===== config.mk =====
export PLATFORM = sky130hd
export DESIGN_NAME = dpd_acc
export DESIGN_NICKNAME = d
export VERILOG_FILES = /design/src/rtl/dpd_acc.sv
export SDC_FILE = /design/constraint.sdc
export NUM_CORES = 1
export LEC_CHECK = 0
export ABC_AREA = 1
export CORE_ASPECT_RATIO = 0.8
export CORE_MARGIN = 5
export CORE_UTILIZATION = 30
export DETAILED_ROUTE_END_ITERATION = 12
export GPL_ROUTABILITY_DRIVEN = 0
export GPL_TIMING_DRIVEN = 0
export HOLD_SLACK_MARGIN = 0.1
export PLACE_DENSITY_LB_ADDON = 0.15
export SYNTH_ARGS = -nofsm -noshare
export SYNTH_HDL_FRONTEND = slang
export SYNTH_SLANG_ARGS = --single-unit

===== constraint.sdc =====
create_clock -name clk -period 7 [get_ports clk]
set_clock_uncertainty 0.05 [all_clocks]
set_input_delay 0.7 -clock clk [delete_from_list [all_inputs] [get_ports clk]]
set_output_delay 0.7 -clock clk [all_outputs]
set_load 0.01 [all_outputs]

===== src/rtl/dpd_acc.sv =====
// rtl/dpd_acc.sv - digital phase detector: reference accumulator vs sampled DCO phase
// Two-stage pipeline: raw 29-bit error, then 20-bit saturation plus lock tracking.
module dpd_acc #(
  parameter int          LOCK_CNT = 16,
  parameter logic [19:0] LOCK_THR = 20'd256
) (
  input  logic        clk,
  input  logic        rst,
  input  logic        en,
  input  logic        ref_tick,
  input  logic [19:0] fcw,
  input  logic [10:0] tdc_frac,
  output logic [19:0] dpd_out,
  output logic        dpd_valid,
  output logic        dpd_sat,
  output logic        locked
);

  localparam logic [7:0] LOCK_CNT8 = 8'(LOCK_CNT);

  typedef enum logic [1:0] {IDLE, ALIGN, TRACK} state_t;

  state_t      r_state;
  state_t      w_state_nxt;
  logic        w_align_tick;
  logic        w_track_tick;

  logic [17:0] r_v;
  logic [28:0] r_r;
  logic [28:0] r_e;
  logic        r_v1;

  logic [19:0] r_out;
  logic        r_valid;
  logic        r_sat;
  logic        r_locked;
  logic [7:0]  r_lock_cnt;

  logic [28:0] w_p;
  logic [28:0] w_r_sum;
  logic [28:0] w_e;
  logic [9:0]  w_hi;
  logic        w_clamp;
  logic [19:0] w_sat_val;
  logic [19:0] w_abs;
  logic        w_in_win;
  logic [7:0]  w_lock_nxt;

  always_comb begin
    w_state_nxt  = r_state;
    w_align_tick = 1'b0;
    w_track_tick = 1'b0;
    if (!en) begin
      w_state_nxt = IDLE;
    end else begin
      case (r_state)
        IDLE:    w_state_nxt = ALIGN;
        ALIGN: begin
          w_align_tick = ref_tick;
          if (ref_tick) w_state_nxt = TRACK;
        end
        TRACK:   w_track_tick = ref_tick;
        default: w_state_nxt = IDLE;
      endcase
    end
  end

  always_ff @(posedge clk) begin
    if (!rst) r_state <= IDLE;
    else      r_state <= w_state_nxt;
  end

  assign w_p     = {r_v, tdc_frac};
  assign w_r_sum = r_r + {9'd0, fcw};
  assign w_e     = w_r_sum - w_p;

  // Stage 1: V counter, reference accumulator and raw error register.
  always_ff @(posedge clk) begin
    if (!rst || !en) begin
      r_v  <= '0;
      r_r  <= '0;
      r_e  <= '0;
      r_v1 <= 1'b0;
    end else begin
      r_v  <= (r_state == IDLE) ? 18'd0 : r_v + 18'd1;
      r_v1 <= w_track_tick;
      if (w_align_tick) r_r <= w_p;
      if (w_track_tick) begin
        r_r <= w_r_sum;
        r_e <= w_e;
      end
    end
  end

  // Bits 28..19 all equal means the error already fits in 20-bit signed.
  assign w_hi      = r_e[28:19];
  assign w_clamp   = !((&w_hi) || !(|w_hi));
  assign w_sat_val = !w_clamp ? r_e[19:0] : (r_e[28] ? 20'h80000 : 20'h7FFFF);
  assign w_abs     = w_sat_val[19] ? (~w_sat_val + 20'd1) : w_sat_val;
  assign w_in_win  = (w_abs < LOCK_THR) && !w_clamp;
  assign w_lock_nxt = !w_in_win ? 8'd0 :
                      (r_lock_cnt == LOCK_CNT8) ? r_lock_cnt : r_lock_cnt + 8'd1;

  always_ff @(posedge clk) begin
    if (!rst || !en) begin
      r_out      <= '0;
      r_valid    <= 1'b0;
      r_sat      <= 1'b0;
      r_locked   <= 1'b0;
      r_lock_cnt <= '0;
    end else begin
      r_valid <= r_v1;
      r_sat   <= r_v1 && w_clamp;
      if (r_v1) begin
        r_out      <= w_sat_val;
        r_lock_cnt <= w_lock_nxt;
        r_locked   <= (w_lock_nxt == LOCK_CNT8);
      end
    end
  end

  assign dpd_out   = r_out;
  assign dpd_valid = r_valid;
  assign dpd_sat   = r_sat;
  assign locked    = r_locked;

endmodule


=== Word level (Yosys, flattened, before mapping) ===
Cells that the tools add are included.

* Add/sub/neg operators: 5
* $mul: 0
* Divide/modulo/power cells: 0
* $lt $le $gt $ge: 1
* Eq/ne operators: 5
* Shift-type cells: 0
* Mux-type cells: 13
* Bitwise operators: 2
* Reduce and logical (&&, ||, !) cells: 15

{| class="wikitable"
|+ Operator list
! kind !! count
|-
| $mux 20 || 3
|-
| $mux 29 || 2
|-
| $add 29x20->29 || 1
|-
| $sub 29x29->29 || 1
|-
| $add 20x1->20 const B || 1
|-
| $lt 20x9->1 const B || 1
|-
| $not 20->20 || 1
|-
| $add 18x1->18 const B || 1
|-
| $eq 8x5->1 const B || 2
|-
| $mux 8 || 2
|-
| $reduce_and 10->1 || 1
|-
| $reduce_or 10->1 || 1
|-
| $add 8x1->8 const B || 1
|-
| $pmux 2 s3 || 1
|-
| $logic_not 1->1 || 4
|-
| $mux 1 || 4
|-
| $reduce_and 2->1 || 2
|-
| $eq 2x1->1 const B || 1
|-
| $eq 2x2->1 const B || 1
|-
| $logic_and 1x1->1 || 2
|-
| $logic_not 2->1 || 1
|-
| $logic_or 1x1->1 || 2
|-
| $mux 2 || 1
|-
| $ne 2x2->1 const B || 1
|-
| other kinds (3) || 3
|}

* Register bits after elaboration: 110
* Bits in latches: 0
* RAM bits: 0
* ROM bits: 0
* Output and inout bits: 23
* Word-level logic and storage cells: 51
* Memories: 0

=== Logic depth before layout (Yosys ltp) ===
Gate-level depths: netlist of the first run.

* Word-level depth: 11
* Mapped depth: 24
* Gate-level depth less buffers: 24

=== Least setup slack after synthesis of the first run ===
OpenSTA, ideal clock, no wires.

* Kind: input-to-reg
* Start: input port fcw[0]
* End: register r_e[26]
* Data arrival time: 4.203 ns
* Required time: 6.833 ns
* Path slack: 2.630 ns
* Stages on the path: 23
* Path through: ha_1 inv_1 fa_1 nor3_1 nor2_1 o21ai_1 a21oi_1 o21ai_1 a31oi_1 o21ai_1 xor2_1 inv_1 ha_1 clkbuf_1 nand2_1 nor4_1 nand3_1 nand3_1 nand3_1 nand3_1 nand2_1 o221ai_1 inv_1

* Longest elaborated chain between the ends: 2

{| class="wikitable"
|+ Ends and longest elaborated chain
! element !! RTL line !! source
|-
| start: declaration || 11 || <nowiki>input logic [19:0] fcw,</nowiki>
|-
| $add 29x20->29 || 74 || <nowiki>assign w_r_sum = r_r + {9'd0, fcw};</nowiki>
|-
| $sub 29x29->29 || 75 || <nowiki>assign w_e = w_r_sum - w_p;</nowiki>
|-
| end signal: assignment || 90 || <nowiki>r_e <= w_e;</nowiki>
|-
| end: declaration || 30 || <nowiki>logic [28:0] r_e;</nowiki>
|}

No other way between the ends.
A chain may end at the register's enable or synchronous reset.

=== Worst setup path after layout of the first run ===
Same ends and word-level chain as after synthesis.

==> results_dict.tcl, run 1 <==
set metrics [dict create \
    io_pins 58 \
    ant_nets 0 \
    row_count 53 \
    die-area_sq_um 30400 \
    io_buffers 57 \
    dieHeight_um 157.0 \
    crit_chain "clkdlybuf4s50_1 -> ha_1 -> inv_1 -> fa_1 -> nor3_1 -> nor2_1 -> o21ai_1 -> a21oi_1 -> o21ai_1 -> a31oi_1 -> o21ai_1 -> xor2_1 -> inv_1 -> ha_1 -> clkbuf_1 -> nand2_1 -> nor4_1 -> nand3_1 -> nand3_1 -> nand3_1 -> nand3_1 -> nand2_1 -> o221ai_1 -> inv_1" \
    clk_pin_slew_ns 0.08 \
    worstSkewPairLatency_ns 0.38 \
    synthToLayoutAreaGrowth_pct 16.73 \
    synth_area_sq_um 8099 \
    cpPeakStageDelay_ns 0.47 \
    drive_above_1_share 0.05556 \
    reg2reg_slack_ns 2.01 \
    ys_seq_area_frac 0.2719 \
    drv_slew 0 \
    final_cell_mix "nand2_1 (252), inv_1 (171), a21oi_1 (126)" \
    cts.path.max_buffers 2 \
    start_util 0.3061 \
    required_ns 7.21 \
    crit_top_cell "nand3_1" \
    drv_cap 0 \
    maxSlewHeadroom 0.2217 \
    power_density_nw_per_um2 159.0 \
    synth_edf_count 0 \
    stdcell_area_sq_um 9454 \
    crit_arrival_ns 5.64 \
    final.setup.worst_slack_ns 1.572 \
    min_path_cells 1 \
    final_hold_viol_count 0 \
    yosysTopAreaCell "dfxtp_1" \
    hpwl_um 21260 \
    fin_tns_setup_ns 0 \
    antenna_cells 0 \
    via_per_inst 4.930 \
    synthFlopType "dfxtp_1" \
    cts_tree "yes" \
    numCtsBuffers 9 \
    grt_first_pass_wirelength_um 42560 \
    syn_area_per_cell_sq_um 6.622 \
    cts-resized-gates 0 \
    wl_per_cell_um 15.96 \
    cp-end-kind "flip-flop" \
    ys_top_cells_by_area "dfxtp_1 (27%), nand2_1 (12%), inv_1 (7.9%)" \
    htreeDepth 3 \
    status "finished, final reports clean" \
    dr.pass1.iters 5 \
    tightestPinTransition_ns 1.167 \
    postCtsSetupRepairBufs 0 \
    root_buffer "clkbuf_16" \
    leakagePower_nw 4.320 \
    grt_max_degree 21 \
    grt_use_total 0.1750 \
    rsz0062_at_grt "no" \
    synth-seq-cells 110 \
    instances_no_fill 1653 \
    wl_um 26390 \
    drt_first_iter_violations 558 \
    holdCritPathClass "reg -> reg" \
    slowest_stage "clkdlybuf4s50_1" \
    place_area_sq_um 9116 \
    min_period_ns 5.428 \
    ctsHoldBuffers 0 \
    die_width_um 193.7 \
    cp-start-kind "input pin" \
    fin_total_pwr_w 0.001504 \
    grt_pass1_vias 7631 \
    max-vdd-ir-drop_mv 0.1130 \
    layout_commonest_cell "nand2_1" \
    max_freq_ghz 0.1842 \
    antenna_found_initial 0 \
    finalSetupViolCount 0 \
    ff2ff_path_depth 23 \
    nets 1379 \
    async_flop_share 0 \
    crit_fanout 8 \
    synth_top_area_frac 0.2719 \
    dp.cells 1637 \
    post_synth_num_cell_types 52 \
    crit_type "in -> reg" \
    vias 8149 \
    synth_nets 1311 \
    timing.final.crit_share 0.7754 \
    drc 0 \
    worst-path-buf-inv 5 \
    core_sq_um 26460 \
    synth_warnings 0 \
    syn_inst 1223 \
    critical_path_cell_count 24 \
    grt-ovfl-total 0 \
    crit_family "simple AND/OR/NAND/NOR gates" \
    dp_slack_ns 1.234 \
    clock_sinks 110 \
]
cells in the mapped netlist, types with 15 or more instances:
library cell / instances
ha_1: 51
xnor2_1: 17
a21oi_1: 126
inv_1: 171
nand2_1: 252
nor2_1: 93
nand3_1: 61
o21ai_0: 97
o211ai_1: 16
xor2_1: 27
nand4_1: 15
clkbuf_1: 30
dfxtp_1: 110
nor3_1: 23
worst reg2reg max path, delay by kind of cell, from the launching register on:
family | cells | cell delay, ns
AO/OA/AOI/OAI | 6 | 1.45
XOR/XNOR | 1 | 0.23
adder cells (fa/ha/maj) | 3 | 0.88
buffers and inverters | 4 | 0.44
flip-flops | 1 | 0.34
AND/OR/NAND/NOR | 9 | 1.46
cells by family after synthesis:
family	synth area share
simple gates	0.2815
compound gates	0.2098
buf+inv	0.1055
flops	0.2719
fa+ha+maj	0.08373
xor+xnor	0.04758
final timing paths:
kind,endpoint,startpoint
worst max-delay path,r_e[26],fcw[0]
worst min-delay path,r_v[0],r_v[0]
worst max register to register,r_e[26],r_r[0]
worst min register to register,r_v[0],r_v[0]
flip-flops by register name, summed over array words and instances, names as in the netlist:
signal,count
dpd_sat,1
locked,1
r_r,29
r_v,18
r_lock_cnt,8
r_state,2
dpd_out,20
r_v1,1
r_e,29
dpd_valid,1
through the flow:
step                hold WS [ns]    util
floorplan                 0.3673       -
detailed placement        0.3905  0.3445
finish                    0.4050  0.3573
global placement          0.3858  0.3445
CTS                       0.4098  0.3573
global route              0.4376  0.3573
power by group:
part	switching (W)	internal, W
Combinational	0.000169	0.0000992
Sequential	0.00000171	0.000628
Clock	0.000283	0.000323
layer usage:
metal,share of wire,global-route usage,wire length (um),vias to the layer above
li1,-,-,-,4187
met1,0.53,0.2625,14110,3767
met2,0.40,0.2604,10540,181
met3,0.055,0.03403,1442,14
met4,0.011,0.03707,295,0
met5,0,0,0,-
area by class of cell:
type,instances,area (sq um)
tap,357,446.7
clock buffer,9,225.2
timing repair buffer,57,570.5
fill,2890,17010
inverter,179,671.9
clock inverter,7,112.6
buffer,37,182.7
multi-input combinational,897,5042
sequential,110,2202
(Power assumes the default switching activity.)
==> run 2, diff against run 1 <==
- clock period: 7 -> 5 ns (I/O delays scaled with it)
==> results_dict.tcl, run 2 (synthesized netlist as in run 1, its figures left out) <==
set metrics [dict create \
    die-area_sq_um 30400 \
    fin_util 0.3587 \
    power_density_nw_per_um2 222.1 \
    antenna_cells 0 \
    drc 0 \
    nets 1378 \
    min_to "r_v[0]" \
    final_hold_viol_count 0 \
    max_freq_ghz 0.2145 \
    layout_commonest_cell "nand2_1" \
    postCtsSetupRepairBufs 0 \
    r2r-end "r_e[26]" \
    wl_um 26410 \
    numCtsBuffers 9 \
    status "finished, final reports clean" \
    ant_nets 0 \
    cts_tree "yes" \
    cts.path.max_buffers 2 \
    required_ns 5.21 \
    clk_pin_slew_ns 0.08 \
    holdCritPathClass "reg -> reg" \
    crit_type "in -> reg" \
    grt-ovfl-total 0 \
    synthToLayoutAreaGrowth_pct 17.19 \
    slowest_stage "clkdlybuf4s50_1" \
    die_width_um 193.7 \
    dr.pass1.iters 6 \
    grt_first_pass_wirelength_um 42550 \
    timing.final.crit_share 0.9324 \
    crit_arrival_ns 4.87 \
    cpPeakStageDelay_ns 0.46 \
    reg2reg_slack_ns 0.57 \
    crit_chain "clkdlybuf4s50_1 -> ha_1 -> inv_1 -> fa_1 -> nor3_1 -> nor2_1 -> o21ai_2 -> a21oi_1 -> o21ai_2 -> a31oi_2 -> o21ai_2 -> xor2_1 -> inv_1 -> ha_2 -> nand2_1 -> nor4_2 -> nand3_1 -> nand3_1 -> nand3_1 -> nand3_1 -> nand2_1 -> o221ai_1 -> inv_1" \
    leakagePower_nw 4.326 \
    hpwl_um 21260 \
    via_per_inst 4.919 \
    core_sq_um 26460 \
    worstSkewPairLatency_ns 0.38 \
    cp-end-kind "flip-flop" \
    io_pins 58 \
    min_path_cells 1 \
    io_buffers 57 \
    root_buffer "clkbuf_16" \
    min_from "r_v[0]" \
    htreeDepth 3 \
    max-vdd-ir-drop_mv 0.1565 \
    wl_per_cell_um 15.98 \
    antenna_found_initial 0 \
    ff2ff_path_depth 22 \
    tightestPinTransition_ns 1.193 \
    drv_cap 0 \
    crit_fanout 8 \
    row_count 53 \
    drv_slew 0 \
    grt_use_total 0.1749 \
    start_util 0.3061 \
    whs_ns 0.4049 \
    final_cell_mix "nand2_1 (252), inv_1 (171), a21oi_1 (125)" \
    grt_max_degree 21 \
    ctsHoldBuffers 0 \
    min_period_ns 4.662 \
    drive_above_1_share 0.06255 \
    dieHeight_um 157.0 \
    maxSlewHeadroom 0.2045 \
    clock_sinks 110 \
    drt_first_iter_violations 561 \
    crit_top_cell "nand3_1" \
    vias 8127 \
    cp-start-kind "input pin" \
    r2r-start "r_r[0]" \
    finalSetupViolCount 0 \
    grt_pass1_vias 7631 \
]
[run 2: how the worst max path moves through the flow]
| stage | depth (start not counted) | startpoint | slack (ns) | endpoint |
|---|---|---|---|---|
| final | 23 | fcw[0] | 0.34 | r_e[26] |
| after global routing | 23 | fcw[0] | -0.007 | r_e[26] |
| after CTS | 25 | fcw[0] | 0.004 | r_e[28] |
| after detailed placement | 24 | fcw[0] | -0.57 | r_e[26] |
| after global placement | 24 | fcw[0] | -0.52 | r_e[26] |
| after floorplan | 23 | fcw[0] | 0.83 | r_e[26] |
[run 2: power breakdown]
group / switching, W / internal [W]
Sequential: 0.00000239 / 0.000879
Clock: 0.000398 / 0.000452
Combinational: 0.000238 / 0.000139
Total: 0.000638 / 0.00147
[run 2: cell type report]
cell class,count,area (sq um)
sequential,110,2202
timing repair buffer,57,570.5
buffer,36,178.9
clock inverter,7,112.6
fill,2887,16970
tap,357,446.7
inverter,179,671.9
multi-input combinational,897,5084
clock buffer,9,225.2
[run 2: critical path, delay by kind of cell]
kind	cells	cell delay, ns
simple gates	9	1.32
compound gates	6	1.15
fa+ha+maj	3	1.01
buf+inv	4	0.64
xor+xnor	1	0.22
[run 2: metrics by stage]
| stage | power [W] | setup TNS (ns) | instances | setup slack [ns] | instance area, sq um |
|---|---|---|---|---|---|
| CTS | 0.002132 | 0 | 1652 | 0.003584 | 9454 |
| floorplan | 0.001162 | 0 | 1223 | 0.8301 | 8099 |
| detailed placement | 0.001275 | -2.031 | 1637 | -0.5664 | 9116 |
| global route | 0.002219 | -0.006815 | 1652 | -0.006815 | 9492 |
| global placement | 0.001278 | -1.786 | 1637 | -0.5178 | 9116 |
| finish | 0.002108 | 0 | 1652 | 0.3378 | 9492 |
[run 2: metal layers]
metal  routed length (um)  vias to the layer above  global-route usage  part of all wire
met1                13630                     3749              0.2622              0.52
met3                 1896                       16             0.03403             0.072
met2                10580                      178              0.2605              0.40
li1                     -                     4184                   -                 -
met5                    0                        -                   0                 0
met4                  296                        0             0.03707             0.011
[run 2: what timing repair did]
item,4_1_cts,5_1_grt
gates cloned,0,0
resized for setup,1,8
endpoints found under the setup margin,3,8
